<file path="config.mk">
export PLATFORM = sky130hd
export DESIGN_NAME = bitwise_logic_unit
export DESIGN_NICKNAME = d
export VERILOG_FILES = /design/src/rtl/alu_pkg.sv /design/src/rtl/logic_flags.sv /design/src/rtl/bitwise_logic_unit.sv
export SDC_FILE = /design/constraint.sdc
export NUM_CORES = 1
export LEC_CHECK = 0
export CORE_ASPECT_RATIO = 1.1
export CORE_UTILIZATION = 34
export CTS_BUF_LIST = sky130_fd_sc_hd__clkbuf_8
export CTS_CLUSTER_DIAMETER = 100
export DETAILED_ROUTE_END_ITERATION = 10
export PLACE_DENSITY = 0.65
export SYNTH_ARGS = -nofsm -noshare
export SYNTH_HDL_FRONTEND = slang
export SYNTH_SLANG_ARGS = --single-unit
</file>
<file path="constraint.sdc">
create_clock -name clk -period 3.96 [get_ports clk]
set_input_delay 0.594 -clock clk [delete_from_list [all_inputs] [get_ports clk]]
set_output_delay 0.594 -clock clk [all_outputs]
set_load 0.05 [all_outputs]
</file>
<file path="src/rtl/alu_pkg.sv">
// Shared op-code encoding and default operand width for the bitwise logic unit.
package alu_pkg;

  localparam int DEF_WIDTH = 16;

  typedef enum logic [2:0] {
    OP_AND  = 3'b000,
    OP_OR   = 3'b001,
    OP_XOR  = 3'b010,
    OP_NAND = 3'b011,
    OP_NOR  = 3'b100,
    OP_XNOR = 3'b101,
    OP_NOT  = 3'b110,
    OP_ACC  = 3'b111
  } op_e;

endpackage

</file>
<file path="src/rtl/logic_flags.sv">
// Result flags: all-zeros, odd parity and all-ones of a WIDTH-bit value.
// Purely combinational; sits on the next-result path so flags register with r.
module logic_flags #(
  parameter int WIDTH = 16
) (
  input  logic [WIDTH-1:0] value,
  output logic             zero,
  output logic             parity,
  output logic             ones
);

  assign zero   = ~|value;
  assign parity = ^value;
  assign ones   = &value;

endmodule

</file>
<file path="src/rtl/bitwise_logic_unit.sv">
// Bitwise op unit with optional XOR accumulator; one-cycle registered result and flags.
// Valid/ready: in_ready = !out_valid || out_ready, so a held result stalls new requests.
module bitwise_logic_unit
  import alu_pkg::*;
#(
  parameter int WIDTH  = DEF_WIDTH,
  parameter bit ACC_EN = 1'b1
) (
  input  logic             clk,
  input  logic             rst,
  input  logic             in_valid,
  output logic             in_ready,
  input  logic [WIDTH-1:0] a,
  input  logic [WIDTH-1:0] b,
  input  logic [2:0]       op,
  input  logic             acc_clr,
  output logic             out_valid,
  input  logic             out_ready,
  output logic [WIDTH-1:0] r,
  output logic             zero,
  output logic             parity,
  output logic             ones
);

  logic             accept;
  logic [WIDTH-1:0] acc;
  logic [WIDTH-1:0] acc_base;
  logic [WIDTH-1:0] nxt_r;
  logic             nxt_zero;
  logic             nxt_parity;
  logic             nxt_ones;

  assign in_ready = !out_valid || out_ready;
  assign accept   = in_valid && in_ready;

  // A clear in the same cycle as an ACC request wipes the old value first.
  assign acc_base = acc_clr ? '0 : acc;

  always_comb begin
    nxt_r = '0;
    case (op)
      OP_AND:  nxt_r = a & b;
      OP_OR:   nxt_r = a | b;
      OP_XOR:  nxt_r = a ^ b;
      OP_NAND: nxt_r = ~(a & b);
      OP_NOR:  nxt_r = ~(a | b);
      OP_XNOR: nxt_r = ~(a ^ b);
      OP_NOT:  nxt_r = ~a;
      OP_ACC:  nxt_r = ACC_EN ? (acc_base ^ a ^ b) : (a ^ b);
      default: nxt_r = '0;
    endcase
  end

  logic_flags #(.WIDTH(WIDTH)) u_flags (
    .value  (nxt_r),
    .zero   (nxt_zero),
    .parity (nxt_parity),
    .ones   (nxt_ones)
  );

  always_ff @(posedge clk or posedge rst) begin
    if (rst) begin
      out_valid <= 1'b0;
      r         <= '0;
      zero      <= 1'b1;
      parity    <= 1'b0;
      ones      <= 1'b0;
    end else begin
      if (accept) begin
        out_valid <= 1'b1;
        r         <= nxt_r;
        zero      <= nxt_zero;
        parity    <= nxt_parity;
        ones      <= nxt_ones;
      end else if (out_ready) begin
        out_valid <= 1'b0;
      end
    end
  end

  generate
    if (ACC_EN) begin : g_acc
      logic acc_upd;
      assign acc_upd = accept && (op == OP_ACC);

      always_ff @(posedge clk or posedge rst) begin
        if (rst) begin
          acc <= '0;
        end else if (acc_upd) begin
          acc <= nxt_r;
        end else if (acc_clr) begin
          acc <= '0;
        end
      end
    end else begin : g_no_acc
      assign acc = '0;
    end
  endgenerate

endmodule

</file>
[Word-level counts from Yosys, hierarchy flattened]
Index checks and enable logic that the tools add are counted.
Operators by class
  muxes and demuxes: 5
  $lt $le $gt $ge: 0
  add/subtract/negate cells: 0
  bitwise logic cells: 9
  shifts and indexed selects: 0
  multiply operators: 0
  equality and inequality tests: 7
  reduce and logical (&&, ||, !) cells: 10
  divide/modulo/power cells: 0
Operators with widths (count)
  $pmux 16 s8: 1
  $not 16->16: 4
  $xor 16x16->16: 3
  $mux 16: 2
  $and 16x16->16: 1
  $or 16x16->16: 1
  $reduce_and 16->1: 1
  $reduce_or 16->1: 1
  $reduce_xor 16->1: 1
  $eq 3x3->1 const B: 4
  $eq 3x2->1 const B: 2
  $eq 3x1->1 const B: 1
  $logic_not 3->1: 1
  $logic_and 1x1->1: 2
  $logic_not 1->1: 2
  $mux 1: 2
  $reduce_bool 2->1: 1
  $logic_or 1x1->1: 1
Word-level totals
  register bits after elaboration: 36
  input port bits: 40
  ROM bits: 0
  latch bits: 0
  memories: 0
  word-level logic and storage cells: 37
  output and inout port bits: 21
  bits in writable memories: 0

[Depth between registers and ports, before layout]
Gate-level depths: netlist of the first run.
  depth after elaboration: 6
  depth in mapped cells: 13

[Cells and area by module]
Synthesis of the first run repeated with hierarchy kept, for this count alone.
Second synthesis, totals
  cell total of the unflattened synthesis: 445
  area, all modules: 3798.6 um^2
By module, submodules not included
  bitwise_logic_unit: area an instance 3444.6 um^2, instances 1, sequential area each 902.1 um^2, cells each 400
  logic_flags: area an instance 354.1 um^2, instances 1, sequential area each 0.0 um^2, cells each 45

[Worst setup path before layout of the first run]
OpenSTA, ideal clock, no wires.
  path type: in2reg
  from: input port a[12]
  to: register parity
  arrival: 2.473 ns
  path slack: 1.351 ns
  cell stages on the path: 12
  cells stage by stage: inv_1 ha_1 mux2_2 a211oi_1 a21oi_1 a31oi_2 inv_1 ha_1 xnor2_1 xnor2_1 xnor2_1 o21ai_0
On the way
  longest elaborated chain between the ends: 4
RTL lines
  from (decl): RTL line bitwise_logic_unit.sv:13  | input logic [WIDTH-1:0] a,
  $xor 16x16->16, or another cell as far along (2 in series): RTL line bitwise_logic_unit.sv:49  | OP_ACC: nxt_r = ACC_EN ? (acc_base ^ a ^ b) : (a ^ b);
  $pmux 16 s8 *: RTL line bitwise_logic_unit.sv:41  | case (op)
  net nxt_r[12]: RTL line bitwise_logic_unit.sv:28  | logic [WIDTH-1:0] nxt_r;
  $reduce_xor 16->1 *: RTL line logic_flags.sv:13  | assign parity = ^value;
  to (signal assigned): RTL line bitwise_logic_unit.sv:73  | parity <= nxt_parity;
  to (decl): RTL line bitwise_logic_unit.sv:21  | output logic parity,
Mark *: on every way through the listed nets, which the timed path passes. The rest lies on a longest branch.
A chain may end at the register's enable or synchronous reset.

[Worst setup path in the final report of the first run]
  from: input port op[2]
  to: register parity
On the way
  longest elaborated chain between the ends: 3
RTL lines
  from (decl): RTL line bitwise_logic_unit.sv:15  | input logic [2:0] op,
  $eq 3x3->1, or another cell as far along: RTL line bitwise_logic_unit.sv:41
  $pmux 16 s8 *: RTL line bitwise_logic_unit.sv:41
  net nxt_r[13]: RTL line bitwise_logic_unit.sv:28
  $reduce_xor 16->1 *: RTL line logic_flags.sv:13
Marks and branches as above.

==> reports/qor.yml, run 1 <==
timing:
  slew_viol_final: 0
  achievable-frequency_mhz: 300
  final.setup.tns_ns: 0
  final_min_period_over_clock_period_pct: 84.2
  maximum_clock_skew_at_final_layout_ns: 0.00440
  timing.final.hold_violations: 0
  finalWorstPathRequiredPeriod_ns: 3.34
  tightest_slew_ns: 0.901
  worst_slew_margin_relative_to_its_limit_pct: 39.8
  report.final.setup_viol: 0
  setup_repair_after_global_routing_missed_its_margin: "no"
layout:
  seqCellArea_um2: 902
  fin_util_pct: 43.0
  total_area_of_multi_input_combinational_cells_mm2: 0.00240
  finalNetCount: 570
  antenna_cells_inserted: 0
  layout.filler_cells: 1043
  layout-area-overhead-vs-synth_pct: 23.5
  layout-drive-gt1-share_pct: 8.28
routing:
  wl_per_cell_um: 14.5
  drt_pass1_iterations: 4
  detailroute.via_count: 3144
  final_antenna_net_count: 0
  detail_route.drc_violations: 0
  drt_iter0_markers: 108
  via_per_inst: 5.02
  wire_length_after_detailed_routing_um: 9080
power:
  power_report.internal_total_mw: 0.847
  power_frac_seq_pct: 30.9
  clock_power_share_pct: 20.3
  report.power.total_mw: 1.42
  power_switching_mw: 0.578
  power_switching_share_pct: 40.6
  leakage_nw: 2.05
  vdd.ir_drop.worst_mv: 0.127
  combPwrFrac_pct: 48.8
  power.density_cell_area_mw_per_mm2: 320
clocking:
  postCtsSetupRepairBufs: 0
  cts_root_buffer: "sky130_fd_sc_hd__clkbuf_8"
  post_cts.resized_instances: 0
  clkLatencyLatePin_ns: 0.29
  cts_hold_repair.buffers: 0
  h-tree-depth: 2
  tritoncts.num_buffers: 5
  cts_buffer_depth: 2
  clock_sinks: 36
  path_clk_slew_ns: 0.08
  cts_tree: "built"
grt:
  grt_util_all_layers_pct: 17.1
  grt_overflow: 0
  grt_start_max_net_pins: 37
  grt_antenna_before_repair: 0
  grt_pass1_wl_um: 15000
  first_global_vias: 3099
synth:
  synth.ff_latch_count: 36
  yosysWarningCount: 0
  post_synth.cell_area_avg_um2: 8.48
  synth.top_cell.area_share_pct: 24.3
  synth_seq_area_share_pct: 25.0
  synth_edf_count: 0
  synth_cells: 425
  post-synth-top-area-cell: "sky130_fd_sc_hd__dfrtp_1"
  dominantRegCellSynth: "sky130_fd_sc_hd__dfrtp_1"
  synth-async-reset-ratio_pct: 100
  synth.lib_cells_used.distinct: 42
  ys_top_cells_by_area: "sky130_fd_sc_hd__dfrtp_1 (24%), sky130_fd_sc_hd__ha_1 (17%), sky130_fd_sc_hd__xnor2_1 (6.1%)"
  syn-num-nets: 513
  synthesis.area_mm2: 0.00361
place:
  place_hpwl_um: 7020
  routabilityCongestion: 0.844
  place.port_buffers: 60
setup_path:
  worst_r2r_path_depth: 10
  worstPathMaxFanout: 26
  critPathKind: "primary input to flip-flop"
  startpoint_type: "primary input"
  cp.arrival_ns: 3.48
  critPathCaptureType: "flip-flop"
  crit_required_ns: 4.10
floorplanning:
  core_mm2: 0.0103
  floorplan.io_pins: 61
  floorplan.die.width_um: 100
  rows: 39
  chipHeight_um: 110
  dieArea_mm2: 0.0110
  floorplan.initialDensity_pct: 34.9
hold_path:
  hold_path_class: "flip-flop to flip-flop"
  timing.hold.worst_path_depth: 2
run:
  timing.max_cap.violations: 0
outcome:
  run_status: "finished, final reports clean"
==> sequential cells by signal (all words and copies together), names as in the netlist <==
register,cells
acc,16
r,16
ones,1
out_valid,1
parity,1
zero,1
==> worst max-delay path, cell delays in order <==
cell and delay, ns:
sky130_fd_sc_hd__clkdlybuf4s50_1 0.65, sky130_fd_sc_hd__buf_4 0.32, sky130_fd_sc_hd__and3_1 0.21, sky130_fd_sc_hd__buf_4 0.19
sky130_fd_sc_hd__nand2_1 0.07, sky130_fd_sc_hd__a31oi_1 0.44, sky130_fd_sc_hd__inv_1 0.10, sky130_fd_sc_hd__ha_1 0.32
sky130_fd_sc_hd__xnor2_1 0.19, sky130_fd_sc_hd__xnor2_1 0.16, sky130_fd_sc_hd__xnor2_1 0.13, sky130_fd_sc_hd__o21ai_0 0.08
==> kinds of logic after synthesis <==
kind of cell             share of synthesized area (%)
AO/OA/AOI/OAI                                     17.4
buffers and inverters                             8.54
multiplexers                                      8.02
flip-flops                                        25.0
adder cells (fa/ha/maj)                           16.7
XOR/XNOR                                          9.47
AND/OR/NAND/NOR                                   14.9
==> cell usage in the layout (no fill, tap or decap), drive strengths merged, types with 12 or more instances in the layout <==
cell           instances
dfrtp                 35
xnor2                 25
o21ai                 13
inv                   51
ha                    48
nor2                  44
nand2b                29
clkdlybuf4s50         60
nand2                 23
buf                   12
mux2                  15
a21oi                 27
mux2i                 12
xor2                  14
==> per-stage QoR <==
step | instance area (µm²) | cells | setup WS (ns) | hold slack, ns
floorplan | 3610 | 425 | 1.35 | 0.525
global placement | 4360 | 618 | 0.344 | 0.467
detailed placement | 4360 | 618 | 0.321 | 0.467
CTS | 4450 | 626 | 0.623 | 0.479
global route | 4450 | 626 | 0.492 | 0.524
finish | 4450 | 626 | 0.624 | 0.479
==> cells in the mapped netlist, types with 3 or more instances <==
master	instances
sky130_fd_sc_hd__a211oi_1	6
sky130_fd_sc_hd__a21oi_1	27
sky130_fd_sc_hd__a31oi_1	3
sky130_fd_sc_hd__buf_2	9
sky130_fd_sc_hd__buf_4	6
sky130_fd_sc_hd__clkbuf_1	6
sky130_fd_sc_hd__dfrtp_1	35
sky130_fd_sc_hd__ha_1	48
sky130_fd_sc_hd__inv_1	50
sky130_fd_sc_hd__mux2_2	15
sky130_fd_sc_hd__mux2i_1	12
sky130_fd_sc_hd__nand2_1	23
sky130_fd_sc_hd__nand2b_1	28
sky130_fd_sc_hd__nand3b_1	3
sky130_fd_sc_hd__nand4_1	4
sky130_fd_sc_hd__nor2_1	44
sky130_fd_sc_hd__nor3b_1	3
sky130_fd_sc_hd__o21ai_0	13
sky130_fd_sc_hd__o221ai_1	5
sky130_fd_sc_hd__o22ai_1	9
sky130_fd_sc_hd__o2bb2ai_1	4
sky130_fd_sc_hd__o31ai_1	5
sky130_fd_sc_hd__o32ai_1	5
sky130_fd_sc_hd__xnor2_1	25
sky130_fd_sc_hd__xor2_1	14
==> layout make-up <==
type	count	area share (%)
repair buffers	72	15.5
well taps	143	4.02
clock inverters	2	0.253
inverters	51	4.30
multi-input cells	316	53.8
flip-flops and latches	36	20.3
clock buffers	6	1.85
==> power groups by stage <==
| stage | combinational (mW) | clock (mW) | sequential (mW) |
|---|---|---|---|
| 3_3_place_gp | 0.684 | 0 | 0.449 |
| 2_1_floorplan | 0.327 | 0 | 0.593 |
| 4_1_cts | 0.699 | 0.302 | 0.444 |
| 3_5_place_dp | 0.696 | 0 | 0.451 |
| 5_1_grt | 0.750 | 0.308 | 0.449 |
| 6_report | 0.695 | 0.289 | 0.441 |
==> final timing paths <==
| kind | start | endpoint | slack [ns] |
|---|---|---|---|
| worst max-delay path | op[2] | parity | 0.62 |
| worst min-delay path | r[6] | r[6] | 0.48 |
| min in group asynchronous | rst | ones | 0.71 |
| worst min register to register | r[6] | r[6] | 0.48 |
| worst max register to register | acc[13] | parity | 1.65 |
| max in group asynchronous | rst | zero | 2.90 |
==> layer usage <==
layer / part of all wire (%) / GRT usage (%) / vias up
met3: 3.7 / 2.59 / 20
met4: 2.7 / 6.94 / 0
li1: - / - / 1558
met5: 0 / 0 / -
met2: 49 / 29.8 / 77
met1: 45 / 21.2 / 1489
(Power assumes the default switching activity.)
==> run 2: changes to the inputs <==
==> constraint.sdc (replaced) <==
create_clock -name clk -period 3.15 [get_ports clk]
set_input_delay 0.4725 -clock clk [delete_from_list [all_inputs] [get_ports clk]]
set_output_delay 0.4725 -clock clk [all_outputs]
set_load 0.05 [all_outputs]
==> run 2 against run 1 <==
Register-to-register slack worse by 0.74 ns. Clock skew up 0.0011 ns. Flip-flop and latch count unchanged. Die area unchanged. Largest power group unchanged.
==> reports/qor.yml, run 2 (synthesis gave the netlist of run 1 again) <==
outcome:
  run_status: "finished, final reports clean"
floorplanning:
  floorplan.initialDensity_pct: 34.9
  floorplan.die.width_um: 100
  core_mm2: 0.0103
  rows: 39
  chipHeight_um: 110
  dieArea_mm2: 0.0110
  floorplan.io_pins: 61
timing:
  report.final.setup_viol: 0
  fin_ws_ns: 0.211
  slew_viol_final: 0
  worst_slew_margin_relative_to_its_limit_pct: 65.8
  timing.final.hold_violations: 0
  achievable-frequency_mhz: 340
  tightest_slew_ns: 0.511
  maximum_clock_skew_at_final_layout_ns: 0.00548
  final_min_period_over_clock_period_pct: 93.3
  final.setup.tns_ns: 0
  finalWorstPathRequiredPeriod_ns: 2.94
  setup_repair_after_global_routing_missed_its_margin: "no"
routing:
  final_antenna_net_count: 0
  drt_pass1_iterations: 4
  detailroute.via_count: 3293
  wire_length_after_detailed_routing_um: 9680
  via_per_inst: 4.86
  drt_iter0_markers: 104
  detail_route.drc_violations: 0
  wl_per_cell_um: 14.3
clocking:
  h-tree-depth: 2
  cts_buffer_depth: 2
  clock_sinks: 36
  cts_hold_repair.buffers: 0
  cts_root_buffer: "sky130_fd_sc_hd__clkbuf_8"
  tritoncts.num_buffers: 5
  post_cts.resized_instances: 0
  clkLatencyLatePin_ns: 0.30
  postCtsSetupRepairBufs: 0
  path_clk_slew_ns: 0.08
  cts_tree: "built"
setup_path:
  critPathLaunch: "op[0]"
  slack_of_the_worst_reg_to_reg_path_ns: 0.91
  critPathKind: "primary input to flip-flop"
  critPathCaptureType: "flip-flop"
  worstPathMaxFanout: 9
  worst_r2r_endpoint: "parity"
  cp.arrival_ns: 3.11
  startpoint_type: "primary input"
  critical_path.reg2reg.startpoint: "acc[10]"
  worst_r2r_path_depth: 11
  crit_required_ns: 3.32
layout:
  final-instance-count-excl-fill: 677
  finalNetCount: 621
  antenna_cells_inserted: 0
  biggestRegsByFlops: "acc (16), r (16)"
  final_cell_mix: "sky130_fd_sc_hd__clkdlybuf4s50_1 (60), sky130_fd_sc_hd__buf_4 (60), sky130_fd_sc_hd__inv_1 (50)"
  layout-drive-gt1-share_pct: 17.2
  layout-area-overhead-vs-synth_pct: 35.0
  layout.cell_area.non_filler_mm2: 0.00487
power:
  power_report.internal_total_mw: 1.12
  power_switching_mw: 0.747
  report.power.total_mw: 1.86
  power_frac_seq_pct: 29.9
  vdd.ir_drop.worst_mv: 0.182
  combPwrFrac_pct: 51.6
  power.density_cell_area_mw_per_mm2: 383
  power_switching_share_pct: 40.1
  leakage_nw: 2.30
  clock_power_share_pct: 18.5
place:
  place_worst_setup_slack_ns: -0.0991
  dpl-instance-area_mm2: 0.00478
  place_inst: 669
  place.port_buffers: 60
  place_hpwl_um: 7720
  routabilityCongestion: 0.870
grt:
  grt_pass1_wl_um: 15600
  grt_overflow: 0
  grt_util_all_layers_pct: 18.1
  grt_antenna_before_repair: 0
  first_global_vias: 3211
  grt_start_max_net_pins: 31
run:
  timing.max_cap.violations: 0
hold_path:
  hold_path_class: "primary input to asynchronous set/reset pin"
-- run 2: cell types whose count changed in the layout (fill, tap and decap cells not counted), sizes merged --
cell      delta
buf         +51
clkinv       +3
clkbuf       -1
clkinvlp     -1
inv          -1
-- run 2: worst max-delay path, stage by stage --
cell	delay, ns
sky130_fd_sc_hd__clkdlybuf4s50_1	0.52
sky130_fd_sc_hd__buf_4	0.22
sky130_fd_sc_hd__nand2b_1	0.19
sky130_fd_sc_hd__o221ai_1	0.18
sky130_fd_sc_hd__o21ai_0	0.11
sky130_fd_sc_hd__a31oi_1	0.29
sky130_fd_sc_hd__buf_4	0.18
sky130_fd_sc_hd__inv_1	0.04
sky130_fd_sc_hd__ha_1	0.31
sky130_fd_sc_hd__xnor2_1	0.15
sky130_fd_sc_hd__xnor2_1	0.24
sky130_fd_sc_hd__xnor2_1	0.14
sky130_fd_sc_hd__o21ai_0	0.08
-- run 2: stage by stage --
stage,util (%),hold WS (ns)
2_1_floorplan,-,0.525
3_3_place_gp,46.2,0.461
3_5_place_dp,46.2,0.470
4_1_cts,47.0,0.483
5_1_grt,47.0,0.505
6_report,47.0,0.483
-- run 2: final cells by class --
class                   count  area (µm²)
repair buffers            123        1110
flip-flops and latches     36         902
inverters                  51         191
clock inverters             3        18.8
clock buffers               5        68.8
fillers                  1026        5480
well taps                 143         179
multi-input cells         316        2400
-- run 2: power by group through the flow --
stage | sequential (mW) | combinational (mW) | clock (mW)
after CTS | 0.560 | 0.972 | 0.364
after detailed placement | 0.569 | 0.968 | 0
final | 0.557 | 0.963 | 0.345
after global routing | 0.565 | 1.04 | 0.372
after global placement | 0.566 | 0.953 | 0
after floorplan | 0.746 | 0.411 | 0
-- run 2: how the worst max path moves through the flow --
stage | end
final | parity
after global routing | parity
after CTS | parity
after detailed placement | parity
after global placement | parity
after floorplan | parity
-- run 2: routing by layer --
metal / GRT usage [%] / routed length, µm / up-vias
li1: - / - / 1658
met5: 0 / 0 / -
met3: 2.52 / 326 / 15
met4: 5.07 / 167 / 0
met1: 21.9 / 4230 / 1546
met2: 33.6 / 4960 / 74
